File: config.mk
export PLATFORM = sky130hd
export DESIGN_NAME = nms_controller
export DESIGN_NICKNAME = d
export VERILOG_FILES = /design/src/rtl/nms_controller.sv
export SDC_FILE = /design/constraint.sdc
export NUM_CORES = 2
export LEC_CHECK = 0
export CAP_MARGIN = 15
export CORE_MARGIN = 4
export CORE_UTILIZATION = 30
export DETAILED_ROUTE_END_ITERATION = 6
export PLACE_DENSITY = 0.52
export RECOVER_POWER = 50
export SLEW_MARGIN = 30
export SYNTH_ARGS = -nofsm -noshare
export SYNTH_HDL_FRONTEND = slang
export SYNTH_SLANG_ARGS = --single-unit
File: constraint.sdc
create_clock -name clk -period 7.6 [get_ports clk]
set_input_delay 1.52 -clock clk [delete_from_list [all_inputs] [get_ports clk]]
set_output_delay 1.52 -clock clk [all_outputs]
set_load 0.01 [all_outputs]
File: src/rtl/nms_controller.sv
// Three-row gradient window with per-pixel non-maximum suppression over the centre row.
// Optional suppression floor enabled by defining NMS_THRESH_EN.
module nms_controller #(
  parameter int IN_PIX    = 14,
  parameter int OUT_PIX   = 12,
  parameter int PRECISION = 8
) (
  input  logic                               clk,
  input  logic                               n_rst,
  input  logic [31:0]                        anchor_x,
  input  logic                               gradient_final,
  input  logic [IN_PIX-1:0][PRECISION-1:0]   gradient_mag,
  input  logic [IN_PIX-1:0][1:0]             gradient_angle,
  output logic [OUT_PIX-1:0][PRECISION-1:0]  nms_out,
  output logic                               nms_final
);
  // state | meaning
  // IDLE  | waiting for a gradient row event
  // PROC  | suppressing centre columns 1..OUT_PIX, one per cycle
  // LOAD  | shifting the staged row into the window
  typedef enum logic [1:0] {IDLE, PROC, LOAD} state_t;
  typedef logic [IN_PIX-1:0][PRECISION-1:0] mag_row_t;
  typedef logic [IN_PIX-1:0][1:0]           ang_row_t;

  localparam int IW = $clog2(OUT_PIX);
  localparam int KW = $clog2(IN_PIX);
`ifdef NMS_THRESH_EN
  localparam logic [PRECISION-1:0] LOW_THRESH = PRECISION'(20);
`endif

  state_t                              state_q, state_d;
  logic [IW-1:0]                       index_q, index_d;
  logic                                final_q, final_d;
  logic                                pending_q, pending_d;
  logic                                stg_anchor_q, stg_anchor_d;
  mag_row_t                            stg_mag_q, stg_mag_d;
  ang_row_t                            stg_ang_q, stg_ang_d;
  mag_row_t                            mag0_q, mag0_d, mag1_q, mag1_d, mag2_q, mag2_d;
  ang_row_t                            ang0_q, ang0_d, ang1_q, ang1_d;
  logic [OUT_PIX-1:0][PRECISION-1:0]   nms_out_q, nms_out_d;

  logic                 row_event;
  logic                 shift_en, shift_rep;
  mag_row_t             shift_mag;
  ang_row_t             shift_ang;
  logic [KW-1:0]        k, km1, kp1;
  logic [PRECISION-1:0] centre, nb_a, nb_b, nms_res;

  assign row_event = gradient_final & ~final_q;

  // Neighbour selection along the gradient direction for centre column k.
  always_comb begin
    k      = KW'(index_q) + KW'(1);
    km1    = k - KW'(1);
    kp1    = k + KW'(1);
    centre = mag1_q[k];
    nb_a   = '0;
    nb_b   = '0;
    case (ang1_q[k])
      2'd0: begin nb_a = mag1_q[km1]; nb_b = mag1_q[kp1]; end
      2'd1: begin nb_a = mag0_q[kp1]; nb_b = mag2_q[km1]; end
      2'd2: begin nb_a = mag0_q[k];   nb_b = mag2_q[k];   end
      default: begin nb_a = mag0_q[km1]; nb_b = mag2_q[kp1]; end
    endcase
    nms_res = (centre >= nb_a && centre >= nb_b) ? centre : '0;
`ifdef NMS_THRESH_EN
    if (centre < LOW_THRESH) nms_res = '0;
`endif
  end

  always_comb begin
    state_d      = state_q;
    index_d      = index_q;
    final_d      = gradient_final;
    pending_d    = pending_q;
    stg_anchor_d = stg_anchor_q;
    stg_mag_d    = stg_mag_q;
    stg_ang_d    = stg_ang_q;
    mag0_d       = mag0_q;
    mag1_d       = mag1_q;
    mag2_d       = mag2_q;
    ang0_d       = ang0_q;
    ang1_d       = ang1_q;
    nms_out_d    = nms_out_q;
    shift_en     = 1'b0;
    shift_rep    = 1'b0;
    shift_mag    = gradient_mag;
    shift_ang    = gradient_angle;

    case (state_q)
      IDLE: begin
        if (row_event) begin
          shift_en  = 1'b1;
          shift_rep = (anchor_x == 32'd1);
          index_d   = '0;
          state_d   = PROC;
        end
      end
      PROC: begin
        nms_out_d[index_q] = nms_res;
        if (index_q == IW'(OUT_PIX - 1)) begin
          index_d = '0;
          state_d = (pending_q || row_event) ? LOAD : IDLE;
        end else begin
          index_d = index_q + IW'(1);
        end
      end
      LOAD: begin
        shift_en  = 1'b1;
        shift_rep = stg_anchor_q;
        shift_mag = stg_mag_q;
        shift_ang = stg_ang_q;
        pending_d = 1'b0;
        index_d   = '0;
        state_d   = PROC;
      end
      default: state_d = IDLE;
    endcase

    // A row arriving while busy is staged; a later one before LOAD overwrites it.
    if (row_event && state_q != IDLE) begin
      stg_mag_d    = gradient_mag;
      stg_ang_d    = gradient_angle;
      stg_anchor_d = (anchor_x == 32'd1);
      pending_d    = 1'b1;
    end

    if (shift_en) begin
      if (shift_rep) begin
        mag0_d = shift_mag; mag1_d = shift_mag; mag2_d = shift_mag;
        ang0_d = shift_ang; ang1_d = shift_ang;
      end else begin
        mag2_d = mag1_q; mag1_d = mag0_q; mag0_d = shift_mag;
        ang1_d = ang0_q; ang0_d = shift_ang;
      end
    end
  end

  always_ff @(posedge clk or negedge n_rst) begin
    if (!n_rst) begin
      state_q      <= IDLE;
      index_q      <= '0;
      final_q      <= 1'b1;
      pending_q    <= 1'b0;
      stg_anchor_q <= 1'b0;
      stg_mag_q    <= '0;
      stg_ang_q    <= '0;
      mag0_q       <= '0;
      mag1_q       <= '0;
      mag2_q       <= '0;
      ang0_q       <= '0;
      ang1_q       <= '0;
      nms_out_q    <= '0;
    end else begin
      state_q      <= state_d;
      index_q      <= index_d;
      final_q      <= final_d;
      pending_q    <= pending_d;
      stg_anchor_q <= stg_anchor_d;
      stg_mag_q    <= stg_mag_d;
      stg_ang_q    <= stg_ang_d;
      mag0_q       <= mag0_d;
      mag1_q       <= mag1_d;
      mag2_q       <= mag2_d;
      ang0_q       <= ang0_d;
      ang1_q       <= ang1_d;
      nms_out_q    <= nms_out_d;
    end
  end

  assign nms_out   = nms_out_q;
  assign nms_final = (state_q == IDLE);
endmodule

After elaboration in Yosys (flattened, before gate mapping)
Cells that the tools add are included.
{"block": "op_classes", "addsub": 3, "order_cmp": 7, "eq_ne": 8, "n_mux": 44, "bitwise": 2, "reduce_logical": 11}
{"op": "two-way mux 112 bit", "n": 3}
{"op": "binary-select mux 8 bit (select 4 bit)", "n": 9}
{"op": "bitwise mux 96 bit", "n": 1}
{"op": "two-way mux 8 bit", "n": 11}
{"op": "two-way mux 28 bit", "n": 2}
{"op": "case mux 8 bit (3 select lines)", "n": 2}
{"op": "demux 8 bit (select 4 bit)", "n": 1}
{"op": "equality test 32 x 1 -> 1 bit, second input constant", "n": 1}
{"op": "less-than comparator 4 x 5 -> 1 bit, second input constant", "n": 4}
{"op": "greater-or-equal comparator 8 bit", "n": 2}
{"op": "case mux 4 bit (3 select lines)", "n": 1}
{"op": "adder 4 x 1 -> 4 bit, second input constant", "n": 2}
{"op": "binary-select mux 2 bit (select 4 bit)", "n": 1}
{"op": "two-way mux 2 bit", "n": 4}
{"op": "two-way mux 4 bit", "n": 2}
{"op": "case mux 2 bit (3 select lines)", "n": 1}
{"op": "equality test 2 x 1 -> 1 bit, second input constant", "n": 2}
{"op": "equality test 2 bit, second input constant", "n": 2}
{"op": "equality test 4 bit, second input constant", "n": 1}
{"op": "greater-or-equal comparator 4 x 1 -> 1 bit, second input constant", "n": 1}
{"op": "zero test 2 bit", "n": 2}
{"op": "two-way mux 1 bit", "n": 4}
{"op": "case mux 1 bit (2 select lines)", "n": 2}
{"op": "AND reduction 2 bit", "n": 2}
{"op": "9 further kinds", "n": 12}
{"block": "totals", "register_bits": 637, "in_bits": 175, "output_inout_bits": 97, "word_cells": 190}

Logic depth before layout (Yosys ltp)
{"block": "depth", "depth_word": 9, "ltp_mapped": 26, "mapped_depth_nobuf": 17}

Least setup slack after synthesis
OpenSTA, ideal clock, no wires.
{"block": "synth_path", "kind": "reg2reg", "from": "reg index_q[0]", "to": "reg nms_out_q (netlist bit nms_out[13])", "arrival_time_ps": 4975, "required_time_ps": 7467, "slack_ps": 2492, "stages_incl_launch_ff": 25, "path_buffers": 10, "path_cell_list": "dfrtp_1 buf_4 buf_6 buf_6 inv_1 buf_2 ha_1 buf_2 buf_4 buf_4 buf_2 buf_4 mux4_2 mux4_2 o211ai_1 o21ai_0 ha_1 nand2b_1 a21o_1 a21o_1 a21oi_1 o211ai_1 nand3_1 clkbuf_1 o21ai_0"}
{"block": "synth_via", "elab_chain_len": 9, "elab_cells_between_ends": 38, "cone_classes": "3 x add/sub; 4 x order compare; 2 x eq/ne; 26 x mux; 3 x reduce/logical"}
{"element": "from (decl)", "line": "32", "rtl": "logic [IW-1:0] index_q, index_d;"}
{"element": "from (signal assigned)", "line": "156", "rtl": "index_q <= index_d;"}
{"element": "adder 4 x 1 -> 4 bit", "line": "53", "rtl": "k = KW'(index_q) + KW'(1);"}
{"element": "subtractor 4 x 1 -> 4 bit (tied with other cells)", "line": "54", "rtl": "km1 = k - KW'(1);"}
{"element": "binary-select mux 8 bit (select 4 bit) (tied with other cells)", "line": "63", "rtl": "default: begin nb_a = mag0_q[km1]; nb_b = mag2_q[kp1]; end"}
{"element": "two-way mux 8 bit (not written as such) (tied with other cells)", "line": "63"}
{"element": "case mux 8 bit (3 select lines)", "line": "59", "rtl": "case (ang1_q[k])"}
{"element": "greater-or-equal comparator 8 bit", "line": "65", "rtl": "nms_res = (centre >= nb_a && centre >= nb_b) ? centre : '0;"}
{"element": "logical AND 1 bit", "line": "65"}
{"element": "two-way mux 8 bit", "line": "65"}
{"element": "bitwise mux 96 bit (*)", "line": "100", "rtl": "nms_out_d[index_q] = nms_res;"}
{"element": "to (signal assigned)", "line": "167", "rtl": "nms_out_q <= nms_out_d;"}
{"element": "to (decl)", "line": "40", "rtl": "logic [OUT_PIX-1:0][PRECISION-1:0] nms_out_q, nms_out_d;"}
Mark *: on every way between the ends. The rest lies on a longest branch, timed or not. The select of a mux whose other input is x is not followed.
A chain may end at the register's enable or synchronous reset.

Worst setup path after layout
{"block": "layout_path", "from": "in gradient_final", "to": "reg mag1_q[90] in the netlist's numbering"}
{"block": "layout_via", "elab_chain_len": 4, "elab_cells_between_ends": 6, "cone_classes": "5 x mux; 1 x bitwise"}
{"element": "from (decl)", "line": "11", "rtl": "input logic gradient_final,"}
{"element": "bitwise AND 1 bit (*)", "line": "49", "rtl": "assign row_event = gradient_final & ~final_q;"}
{"element": "two-way mux 1 bit", "line": "92", "rtl": "if (row_event) begin"}
{"element": "case mux 1 bit (2 select lines)", "line": "90", "rtl": "case (state_q)"}
{"element": "two-way mux 112 bit", "line": "129", "rtl": "if (shift_rep) begin"}
{"element": "to (signal assigned)", "line": "163", "rtl": "mag1_q <= mag1_d;"}
{"element": "to (decl)", "line": "38", "rtl": "mag_row_t mag0_q, mag0_d, mag1_q, mag1_d, mag2_q, mag2_d;"}
Mark *: on every way between the ends. The rest lies on a longest branch, timed or not.

==> metrics.cfg <==
[status]
outcome=complete, but fails checks
violations=DRC, capacitance limit, slew limit

[yosys]
synth_top_family_by_area=multiplexers
synth_edf_count=0
synth.avg_cell_area_sq_um=11.28
synth_compound_area_share_pct=16.02
synth_seq_cells=637
syn_nets=3277
mappedNetlistArea_sq_um=34760
yosys.area_share.xor_xnor_pct=0.3132
synth-simple-area-share_pct=10.10
synth_flop_cell=dfrtp_1
synth_fa_ha_area_share_pct=0.7559
synth_mux_area_share_pct=23.39
syn_inst=3081
synth-async-reset-ratio_pct=100.0
yosysSeqAreaShare_pct=45.86
synthDistinctLibCells=66
ys.warnings.count=0

[cts]
cts_tree=yes
numCtsBuffers=76
htreeDepth=3
post_cts_buffers=0
ctsRootBufferMaster=clkbuf_16
ctsResizeCount=0
clk_pin_slew_ns=0.05
clock-sinks=637
holdBufCountCts=0
worstSkewPairLatency_ns=0.66
cts_buffer_depth=3

[route]
antenna_left=0
drtIter0Drc=2239
vias=26431
first_pass_iters=7
wl_per_cell_microns=24.53
wl_microns=117500
routed_via_density=5.517
drc=2

[finish]
nets=3415
syn_to_final_growth_pct=18.68
drive_gt1_share_pct=23.10

[place]
gp_congestion=0.9243
io_buffer_count=271
place_hpwl_microns=84360

[sta]
max_freq_ghz=0.1586
period_share_pct=82.95
setup_viol=0
fin_tns_setup_ns=0
slew_violations=733
hold_viol_final=0
period_minus_slack_ns=6.305
skew_ns=0.02993
relSlewSlack_pct=-142.1
rsz0062_at_grt=false
worstMarginPinSlew_ns=3.631

[power]
p_per_area_nw_per_um2=558.4
ir_drop_mv=0.5734
p_leak_nw=15.66
finalPower_mw=23.04

[global_route]
antenna_found_initial=7
grt_pass1_vias=25919
grt_overflow=0
track_usage_pct=19.07
grt_pass1_wl_microns=175400
grt_max_degree=178

[setup_path]
cp.arrival_ns=6.87
start_kind=input pin
crit_type=input pin to register
critPathMaxFanout=66
end_kind=register
worstPathRequired_ns=8.17

[die]
die_y_microns=348.4
rows=124
io_pins=272
core_sq_um=114700
initial_core_util_pct=30.32
dieArea_sq_um=121400
fp.dieW_microns=348.4

[flow_run]
drv_cap=11

[worst_hold_path]
hold_class=register to register

==> sequential cells by signal, summed over array words and instances, names as in the netlist, 2 cells and up <==
register and count:
mag0_q 112, mag2_q 112, ang1_q 28, state_q 2, nms_out 96, mag1_q 112, stg_mag_q 112, index_q 4
ang0_q 28, stg_ang_q 28
==> worst max-delay path: stages <==
cell and delay [ns]:
dlygate4sd3_1 0.58, nor2b_1 0.21, nor2_1 0.21, or2_0 2.61
nor2_4 0.69, buf_4 0.55, nor2_1 0.21, o221a_2 0.21
==> synthesized netlist by cell type (21+ instances only) <==
cell	n	share of area, %
a21oi_1	46	0.66
a22o_1	30	0.76
buf_2	41	0.59
buf_4	31	0.67
clkbuf_1	170	1.8
dfrtp_1	636	46
ha_1	21	0.76
mux2_2	154	5.0
mux2i_1	126	3.6
mux4_2	228	15
nand2_1	435	4.7
nand3_1	50	0.72
nor2_1	314	3.4
o211ai_1	21	0.45
o21ai_0	256	3.7
o21ai_1	52	0.75
o221a_2	184	6.0
o22ai_1	99	1.8
==> cells by family after synthesis <==
group                      count (synthesis)
adders and majority gates                 21
AOI/OAI and AO/OA                        772
xor gates and xnor gates                   9
and+or+nand+nor                          869
buffers and inverters                    265
DFF                                      637
muxes                                    508
==> cell usage in the layout (no fill, tap or decap), drive strengths merged, types with 21 or more instances in the layout <==
| master | synthesis | final |
|---|---|---|
| a21oi | 46 | 46 |
| a22o | 30 | 30 |
| buf | 92 | 43 |
| clkbuf | 170 | 120 |
| clkdlybuf4s50 | 0 | 269 |
| dfrtp | 636 | 636 |
| ha | 21 | 21 |
| mux2 | 154 | 154 |
| mux2i | 126 | 126 |
| mux4 | 228 | 228 |
| nand2 | 435 | 435 |
| nand3 | 51 | 51 |
| nor2 | 314 | 314 |
| o211ai | 22 | 22 |
| o21ai | 308 | 308 |
| o221a | 184 | 184 |
| o22ai | 99 | 99 |
==> report_power, final <==
group	switching [mW]	internal (mW)	total (mW)
Clock	1.51	2.18	3.69
Sequential	1.83	4.95	6.79
Combinational	6.57	5.99	12.6
==> worst paths after layout <==
path / start / slack, ns / to / depth (start not counted)
setup / recovery: gradient_final / 1.30 / mag1_q[90] / 8
hold reg to reg: ang0_q[19] / 0.47 / ang0_q[19] / 2
max in group asynchronous: n_rst / 1.75 / mag1_q[11] / 3
min in group asynchronous: n_rst / 0.90 / nms_out[93] / 1
setup reg to reg: index_q[0] / 1.59 / nms_out[37] / 15
hold / removal: ang0_q[19] / 0.47 / ang0_q[19] / 2
==> layout make-up <==
type | instances | area, sq um
diodes | 2 | 5.005
clock buffers | 111 | 2225
clock inverters | 25 | 310.3
fillers | 11337 | 73400
inverters | 3 | 11.26
multi-input cells | 2179 | 17720
flip-flops and latches | 637 | 15950
well taps | 1512 | 1892
repair buffers | 322 | 3147
==> per-layer routing <==
layer | track usage, % | up-vias | wire, microns
met5 | 0 | - | 38
met4 | 7.157 | 6 | 4525
met3 | 3.164 | 196 | 6665
met2 | 31.31 | 857 | 55980
met1 | 25.44 | 13418 | 50300
li1 | - | 11954 | -
==> through the flow <==
step | worst slack, ns | util [%] | instances | area (sq um) | hold WS (ns)
2_1_floorplan | 2.492 | - | 3081 | 34760 | 0.4433
3_3_place_gp | 1.731 | 33.79 | 4651 | 38750 | 0.4560
3_5_place_dp | 1.677 | 33.80 | 4651 | 38750 | 0.4598
4_1_cts | 1.633 | 36.01 | 4787 | 41290 | 0.4726
5_1_grt | 0.7371 | 35.98 | 4789 | 41250 | 0.4913
6_report | 1.295 | 35.98 | 4791 | 41260 | 0.4715
Note: power is estimated with default switching activity, not from simulation.
